==> src/rtl/rv32i_types.sv <==
// Shared RV32I type definitions for the memory stage.
//   lsu_state_t    : load/store unit handshake states
//   load_funct3_t  : funct3 encodings of the load instructions
//   store_funct3_t : funct3 encodings of the store instructions
//   store_format() : moves store data onto its byte lanes
package rv32i_types;

  typedef enum logic [1:0] {
    IDLE = 2'd0,
    BUSY = 2'd1,
    DONE = 2'd2
  } lsu_state_t;

  typedef enum logic [2:0] {
    LB  = 3'b000,
    LH  = 3'b001,
    LW  = 3'b010,
    LBU = 3'b100,
    LHU = 3'b101
  } load_funct3_t;

  typedef enum logic [2:0] {
    SB = 3'b000,
    SH = 3'b001,
    SW = 3'b010
  } store_funct3_t;

  // Byte and halfword stores are shifted onto their lanes. Any bytes pushed
  // past bit 31 (halfword at offset 3) are simply lost. Words and undefined
  // codes pass through unshifted.
  function automatic logic [31:0] store_format(input logic [2:0]  funct3,
                                               input logic [1:0]  bit_shift,
                                               input logic [31:0] store_data);
    logic [31:0] result;
    case (funct3)
      SB, SH:  result = store_data << {bit_shift, 3'b000};
      default: result = store_data;
    endcase
    return result;
  endfunction

endpackage

==> src/rtl/dmem_load_store_unit_load_formatter.sv <==
// Combinational load-data formatter.
//   dmem_rdata : raw 32-bit word returned by data memory
//   bit_shift  : byte offset of the access within the word
//   funct3     : load width / signedness code
//   formatted  : shifted and sign/zero-extended load result
module load_formatter
  import rv32i_types::*;
(
  input  logic [31:0] dmem_rdata,
  input  logic [1:0]  bit_shift,
  input  logic [2:0]  funct3,
  output logic [31:0] formatted
);

  // Only the low halfword of the shifted word is ever consumed. For a
  // halfword at offset 3 the upper byte comes back as zero before extension.
  logic [15:0] shifted;

  always_comb begin
    shifted = 16'(dmem_rdata >> {bit_shift, 3'b000});
    case (funct3)
      LB:      formatted = {{24{shifted[7]}}, shifted[7:0]};
      LBU:     formatted = {24'b0, shifted[7:0]};
      LH:      formatted = {{16{shifted[15]}}, shifted};
      LHU:     formatted = {16'b0, shifted};
      default: formatted = dmem_rdata;  // lw and undefined codes: raw word
    endcase
  end

endmodule

==> src/rtl/dmem_load_store_unit.sv <==
// Memory-stage load/store unit between EX/MEM and the data memory.
// Accepts one memory op from EX/MEM, issues a registered request to the
// memory and holds the pipeline with stall until the response arrives. Load
// data is formatted and presented for one cycle with load_valid.
//   clk, rst                  : clock, synchronous active-high reset
//   req_valid/is_load/is_store: EX/MEM op qualifiers
//   funct3, bit_shift         : access width code and byte offset
//   addr_aligned, byte_enable, store_data : request contents
//   dmem_*                    : registered memory request / response port
//   load_data, load_valid     : formatted load result and its strobe
//   stall                     : combinational pipeline freeze
module dmem_load_store_unit
  import rv32i_types::*;
#(
  parameter int WORD_W = 32
) (
  input  logic              clk,
  input  logic              rst,
  input  logic              req_valid,
  input  logic              is_load,
  input  logic              is_store,
  input  logic [2:0]        funct3,
  input  logic [WORD_W-1:0] addr_aligned,
  input  logic [1:0]        bit_shift,
  input  logic [3:0]        byte_enable,
  input  logic [WORD_W-1:0] store_data,
  output logic              dmem_read,
  output logic              dmem_write,
  output logic [WORD_W-1:0] dmem_address,
  output logic [WORD_W-1:0] dmem_wdata,
  output logic [3:0]        dmem_mbe,
  input  logic [WORD_W-1:0] dmem_rdata,
  input  logic              dmem_resp,
  output logic [WORD_W-1:0] load_data,
  output logic              load_valid,
  output logic              stall
);

  lsu_state_t        state_q, state_d;
  logic              is_load_q;
  logic [2:0]        funct3_q;
  logic [1:0]        bit_shift_q;
  logic              dmem_read_q, dmem_write_q;
  logic [WORD_W-1:0] dmem_address_q, dmem_wdata_q, load_data_q;
  logic [3:0]        dmem_mbe_q;
  logic              load_valid_q;
  logic              accept;
  logic [31:0]       formatted;

  load_formatter u_load_formatter (
    .dmem_rdata (dmem_rdata),
    .bit_shift  (bit_shift_q),
    .funct3     (funct3_q),
    .formatted  (formatted)
  );

  assign accept = req_valid & (is_load | is_store);

  always_comb begin
    state_d = state_q;
    stall   = 1'b0;
    case (state_q)
      IDLE: begin
        if (accept) begin
          stall   = 1'b1;
          state_d = BUSY;
        end
      end
      BUSY: begin
        stall = 1'b1;
        if (dmem_resp) state_d = DONE;
      end
      // req_valid still shows the finished op here, so it is not sampled.
      DONE:    state_d = IDLE;
      default: state_d = IDLE;
    endcase
    if (rst) stall = 1'b0;
  end

  always_ff @(posedge clk) begin
    if (rst) begin
      state_q        <= IDLE;
      is_load_q      <= 1'b0;
      funct3_q       <= 3'b0;
      bit_shift_q    <= 2'b0;
      dmem_read_q    <= 1'b0;
      dmem_write_q   <= 1'b0;
      dmem_address_q <= '0;
      dmem_wdata_q   <= '0;
      dmem_mbe_q     <= 4'b0;
      load_data_q    <= '0;
      load_valid_q   <= 1'b0;
    end else begin
      state_q      <= state_d;
      load_valid_q <= 1'b0;
      case (state_q)
        IDLE: begin
          if (accept) begin
            // A load wins when both qualifiers are set.
            is_load_q      <= is_load;
            funct3_q       <= funct3;
            bit_shift_q    <= bit_shift;
            dmem_read_q    <= is_load;
            dmem_write_q   <= ~is_load;
            dmem_address_q <= addr_aligned;
            dmem_wdata_q   <= is_load ? '0 : store_format(funct3, bit_shift, store_data);
            dmem_mbe_q     <= is_load ? 4'b1111 : byte_enable;
          end
        end
        BUSY: begin
          if (dmem_resp) begin
            dmem_read_q  <= 1'b0;
            dmem_write_q <= 1'b0;
            if (is_load_q) begin
              load_data_q  <= formatted;
              load_valid_q <= 1'b1;
            end
          end
        end
        default: ;
      endcase
    end
  end

  assign dmem_read    = dmem_read_q;
  assign dmem_write   = dmem_write_q;
  assign dmem_address = dmem_address_q;
  assign dmem_wdata   = dmem_wdata_q;
  assign dmem_mbe     = dmem_mbe_q;
  assign load_data    = load_data_q;
  assign load_valid   = load_valid_q;

endmodule

==> config.mk <==
export PLATFORM = sky130hd
export DESIGN_NAME = dmem_load_store_unit
export DESIGN_NICKNAME = d
export VERILOG_FILES = /design/src/rtl/rv32i_types.sv /design/src/rtl/dmem_load_store_unit_load_formatter.sv /design/src/rtl/dmem_load_store_unit.sv
export SDC_FILE = /design/constraint.sdc
export NUM_CORES = 1
export LEC_CHECK = 0
export BUFFER_PORTS_ARGS = -buffer_cell sky130_fd_sc_hd__buf_2
export CORE_MARGIN = 4
export CORE_UTILIZATION = 48
export DETAILED_ROUTE_END_ITERATION = 10
export PLACE_DENSITY = 0.85
export SLEW_MARGIN = 10
export SYNTH_ARGS = -nofsm -noshare
export SYNTH_HDL_FRONTEND = slang
export SYNTH_HIERARCHICAL = 1
export SYNTH_SLANG_ARGS = --single-unit
==> constraint.sdc <==
create_clock -name clk -period 2.35 [get_ports clk]
set_input_delay 0.47 -clock clk [delete_from_list [all_inputs] [get_ports clk]]
set_output_delay 0.47 -clock clk [all_outputs]
set_load 0.005 [all_outputs]
==> results.ini, run 1 <==
[outcome]
status=finished, final reports clean

[drt]
totalWireLength_um=15300
wire_per_inst_um=15.5
ant_nets=0
first_pass_iters=5
viasPerCell=5.40
via_count=5326
drc=0
drt_iter0_markers=388

[global_routing]
grt.total_usage_pct=23.4
grt_pass1_vias=5013
antenna_found_initial=0
overflow=0
grt_max_degree=84
grt_pass1_wl_um=24600

[die]
coreArea_sq_mm=0.0104
dieArea_sq_mm=0.0126
io_pins=215
rows=37
floorplan.initialDensity_pct=49.9
dieWidth_um=112
dieHeight_um=112

[min_path]
hold_start=dmem_resp
hold_class=input pin to flip-flop

[synth]
syn_area_sq_mm=0.00520
synthDistinctLibCells=52
ys_seq_elements=111
avgSynthCellArea_sq_um=7.85
netlist_instances=663
async_reset_ff_share_pct=0
synth_warnings=6
synthFlopType=dfxtp_1
synth_edf_count=0
syn_nets=774
yosysSeqAreaShare_pct=42.7

[timing]
min_period_over_period_pct=85.8
drv_slew=0
hold_slack_ns=0.307
setup_viol=0
final.setup.tns_ns=0
period_minus_slack_ns=2.02
setup_ws_ns=0.335
slew_headroom_pct=58.1
hold_viol_final=0
max_freq_ghz=0.496
worst_pin_slew_ns=0.628
skew_ns=0.0143
rsz0062_at_grt=no

[clock_network]
cts_buffers=9
clk_pin_slew_ns=0.10
cts_sinks=111
clock-root-buffer=clkbuf_8
cts_resized=0
clockBufferDepth=2
htreeDepth=3
clock_latency_ns=0.36
ctsHoldBuffers=0
post_cts_buffers=0
cts_tree=built

[setup_path]
worstPathRequired_ns=2.58
critPathArrivalTime_ns=2.25
path_cells=mux2_2 -> a221oi_2 -> buf_4 -> o21ai_0 -> nand2_1 -> a21oi_1
path_class=flip-flop to flip-flop
path_buf_inv=1
critPathMaxFanout=12
end_kind=flip-flop
worstReg2RegStart=bit_shift_q[1]
start_kind=flip-flop
cp_top_family=compound AO/OA/AOI/OAI gates
crit_start=bit_shift_q[1]
cpMaxStageDelayCell=dfxtp_1
critical-path-max-stage-delay_ns=0.57

[cells_and_area]
nFillCells=1005
final_nets=956
diodes=0
final_cell_mix=buf_2 (213), nand2_1 (198), dfxtp_1 (111), a21oi_1 (96), o21ai_0 (26)
mostFrequentLayoutCell=buf_2
drive_gt1_share_pct=32.0
synthToLayoutAreaGrowth_pct=24.8

[power]
peakVddDrop_mv=0.294
p_leak_uw=0.00281
power.density_mw_per_mm2=583

[placement]
hpwl_um=11300
port_buffers=214
post-place-ws_ns=0.367
gp_congestion=0.891

[job]
max_cap_violations=0

through the flow:
stage / cells / power, uW / cell area, sq um / utilization (%)
after detailed placement: 970 / 2690 / 6290 / 60.4
after global placement: 970 / 2680 / 6290 / 60.4
after CTS: 986 / 3820 / 6490 / 62.3
final: 986 / 3790 / 6490 / 62.3
after global routing: 986 / 3980 / 6490 / 62.3
after floorplan: 663 / 2430 / 5200 / -
per-layer routing:
| metal | global-route usage [%] | share of wire, % | up-vias |
|---|---|---|---|
| met2 | 39.1 | 49 | 249 |
| met3 | 5.39 | 8.2 | 27 |
| met4 | 7.05 | 2.1 | 0 |
| met1 | 30.3 | 41 | 2401 |
| met5 | 0 | 0 | - |
| li1 | - | - | 2649 |
report_power, final:
group | switching (uW) | leakage [uW] | internal (uW)
Combinational | 381 | 0.00181 | 281
Sequential | 41.6 | 0.000903 | 1950
Clock | 687 | 0.000102 | 444
Total | 1110 | 0.00281 | 2680
worst register-to-register path, stage by stage, from the launching register on:
cell and delay (ns):
dfxtp_1 0.57, mux2_2 0.40, a221oi_2 0.41, buf_4 0.25
o21ai_0 0.12, nand2_1 0.09, a21oi_1 0.06
kinds of logic (layout without fill, tap and decap cells):
family | after synthesis | after routing | synth area share, %
compound gates | 203 | 203 | 24.9
mux | 19 | 19 | 4.43
simple gates | 256 | 256 | 21.1
buf+inv | 74 | 261 | 6.90
flops | 111 | 111 | 42.7
state kept, by name, indices dropped and copies added (netlist names):
signal        cells
dmem_mbe          4
dmem_write        1
dmem_wdata       32
funct3_q          3
load_data        32
load_valid        1
state_q           2
is_load_q         1
dmem_address     32
dmem_read         1
bit_shift_q       2
path summary, 6_finish.rpt:
path	endpoint	slack, ns	depth (start not counted)
setup / recovery	load_data[30]	0.33	6
hold / removal	state_q[0]	0.31	2
setup reg to reg	load_data[30]	0.33	6
hold reg to reg	load_data[31]	0.45	2
area by class of cell:
class | count | area, sq um | share of cell area [%]
clock buffer | 10 | 138 | 2.12
clock inverter | 6 | 62.6 | 0.963
inverter | 16 | 60.1 | 0.925
multi-input combinational | 478 | 2630 | 40.5
sequential | 111 | 2220 | 34.2
tap | 136 | 170 | 2.62
timing repair buffer | 229 | 1210 | 18.7
synthesized netlist by cell type, types with 2 or more instances:
cell type | count | area, sq um
nor2b_1 | 2 | 12.5
nand3b_1 | 3 | 22.5
a21boi_0 | 8 | 60.1
inv_1 | 16 | 60.1
nand3_1 | 2 | 10.0
clkbuf_1 | 32 | 120
mux2i_1 | 5 | 50.1
o21ai_1 | 3 | 15.0
a22o_1 | 2 | 17.5
buf_6 | 6 | 67.6
a221oi_1 | 4 | 35.0
a2bb2oi_1 | 2 | 17.5
or2_2 | 2 | 12.5
mux2_2 | 12 | 135
o31ai_1 | 7 | 52.6
nand2_1 | 198 | 743
o21ai_0 | 26 | 130
o22a_1 | 7 | 61.3
o2111ai_1 | 8 | 70.1
a21oi_1 | 96 | 480
a22oi_1 | 12 | 90.1
and4b_1 | 8 | 80.1
o211ai_1 | 15 | 113
nor2_1 | 16 | 60.1
buf_2 | 14 | 70.1
nand2b_1 | 8 | 50.1
dfxtp_1 | 111 | 2220
mux4_2 | 2 | 45.0
buf_4 | 5 | 37.5
nor3_1 | 9 | 45.0
Power figures use the tool's default switching activity.
==> inputs of run 2 (changes only) <==
--- a/config.mk
+++ b/config.mk
@@ -6,8 +6,10 @@
 export NUM_CORES = 1
 export LEC_CHECK = 0
 export BUFFER_PORTS_ARGS = -buffer_cell sky130_fd_sc_hd__buf_2
+export CELL_PAD_IN_SITES_DETAIL_PLACEMENT = 1
+export CELL_PAD_IN_SITES_GLOBAL_PLACEMENT = 1
 export CORE_MARGIN = 4
-export CORE_UTILIZATION = 48
+export CORE_UTILIZATION = 34
 export DETAILED_ROUTE_END_ITERATION = 10
 export PLACE_DENSITY = 0.85
 export SLEW_MARGIN = 10
==> results.ini, run 2 (same netlist as run 1, synthesis figures left out) <==
[global_routing]
grt.total_usage_pct=20.2  ; -3.2 points
antenna_found_initial=0  ; unchanged
grt_pass1_wl_um=28800  ; +17%
grt_max_degree=112  ; +33%
overflow=0  ; unchanged
grt_pass1_vias=5363  ; +7.0%

[clock_network]
clockBufferDepth=2  ; unchanged
ctsHoldBuffers=0  ; unchanged
post_cts_buffers=0  ; unchanged
htreeDepth=3  ; unchanged
cts_resized=0  ; unchanged
clock_latency_ns=0.36  ; about the same
cts_tree=built
clock-root-buffer=clkbuf_16
cts_buffers=9  ; unchanged
clk_pin_slew_ns=0.07  ; -0.03 ns
cts_sinks=111  ; unchanged

[placement]
gp_congestion=0.871  ; -2.3%
hpwl_um=13000  ; +15%
port_buffers=214  ; unchanged
post-place-ws_ns=0.358  ; -0.00881 ns

[timing]
slew_headroom_pct=56.5  ; -1.7 points
max_freq_ghz=0.503  ; +1.3%
setup_viol=0  ; unchanged
setup_ws_ns=0.361  ; +0.0260 ns
drv_slew=0  ; unchanged
rsz0062_at_grt=no
hold_slack_ns=0.302  ; -0.00525 ns
skew_ns=0.00685  ; -0.00744 ns
min_period_over_period_pct=84.6  ; -1.1 points
worst_pin_slew_ns=0.653  ; +0.0254 ns
hold_viol_final=0  ; unchanged
period_minus_slack_ns=1.99  ; -0.0260 ns
final.setup.tns_ns=0  ; unchanged

[setup_path]
worstReg2RegStart=bit_shift_q[0]
start_kind=flip-flop
rrSetupSlack_ns=0.36  ; +0.03 ns
r2r.worst_path.cells=7  ; +1
r2r_end=load_data[15]
worstPathRequired_ns=2.63  ; +0.05 ns
critPathMaxFanout=17  ; +5
end_kind=flip-flop
path_class=flip-flop to flip-flop
critPathArrivalTime_ns=2.27  ; +0.02 ns

[die]
io_pins=215  ; unchanged
dieHeight_um=132  ; +17%
dieArea_sq_mm=0.0173  ; +38%
rows=44  ; +19%
coreArea_sq_mm=0.0148  ; +42%
dieWidth_um=132  ; +17%
floorplan.initialDensity_pct=35.3  ; -15 points

[power]
power.density_mw_per_mm2=642  ; +10%
peakVddDrop_mv=0.374  ; +27%
p_leak_uw=0.00287  ; +2.0%

[drt]
wire_per_inst_um=17.4  ; +12%
via_count=5364  ; +0.71%
totalWireLength_um=18000  ; +18%
first_pass_iters=4  ; -1
drt_iter0_markers=330  ; -15%
viasPerCell=5.18  ; -4.1%
drc=0  ; unchanged
ant_nets=0  ; unchanged

[cells_and_area]
diodes=0  ; unchanged
register_area_sq_mm=0.00222  ; unchanged
nFillCells=1892  ; +88%
synthToLayoutAreaGrowth_pct=28.7
drive_gt1_share_pct=32.1  ; +0.080 points
mostFrequentLayoutCell=buf_2
multiInputGateArea_sq_mm=0.00263  ; unchanged
final_nets=957  ; +0.10%
final_cell_mix=buf_2 (213), nand2_1 (198), dfxtp_1 (111), a21oi_1 (96), o21ai_0 (26)

[outcome]
status=finished, final reports clean

[min_path]
hold_class=input pin to flip-flop
whs_path_depth=2  ; unchanged
hold_path_end=state_q[0]
hold_start=dmem_resp

[job]
max_cap_violations=0  ; unchanged

## run 2: cell count changes in the layout (fill, tap and decap cells not counted), sizes merged
cell / change
buf: +1
bufinv: +1
clkinvlp: +2
clkbuf: +1
clkinv: -2
inv: -2
## run 2: worst max path at each step
stage	startpoint	to	slack [ns]
3_5_place_dp	dmem_rdata[23]	load_data[31]	0.36
3_3_place_gp	dmem_rdata[23]	load_data[29]	0.38
4_1_cts	bit_shift_q[0]	load_data[15]	0.39
2_1_floorplan	bit_shift[0]	dmem_wdata[28]	0.63
5_1_grt	bit_shift_q[0]	load_data[15]	0.21
6_report	bit_shift_q[0]	load_data[15]	0.36
## run 2: cell type report
cell class / instances / area share, %
Inverter: 16 / 0.898
Clock buffer: 11 / 3.78
Multi-Input combinational cell: 478 / 39.3
Sequential cell: 111 / 33.2
Timing Repair Buffer: 230 / 18.4
Clock inverter: 5 / 0.972
Tap cell: 184 / 3.44
## run 2: power by group
part | leakage [uW] | internal (uW) | switching, uW
Combinational | 0.00182 | 286 | 404
Clock | 0.000150 | 895 | 719
Sequential | 0.000903 | 1950 | 41.0
## run 2: metrics by stage
stage,instance area [sq um],std cells,total power [uW],utilization (%)
global route,6690,1035,4510,45.4
global placement,6370,1019,2710,43.2
detailed placement,6370,1019,2720,43.2
finish,6690,1035,4290,45.4
floorplan,5200,663,2430,-
CTS,6690,1035,4370,45.4
## run 2: layer usage
layer / vias to the layer above / share of wire, % / global-route usage [%]
li1: 2643 / - / -
met5: - / 0 / 0
met3: 20 / 8.2 / 7.30
met2: 182 / 47 / 33.6
met4: 0 / 1.4 / 5.19
met1: 2519 / 43 / 24.9
## run 2: critical path: stages, from the launching register on
cell and delay, ns:
dfxtp_1 0.38, buf_4 0.23, nor2b_1 0.47, a221oi_2 0.14, buf_4 0.22, o31ai_1 0.27, nand2_1 0.08, a21oi_1 0.12
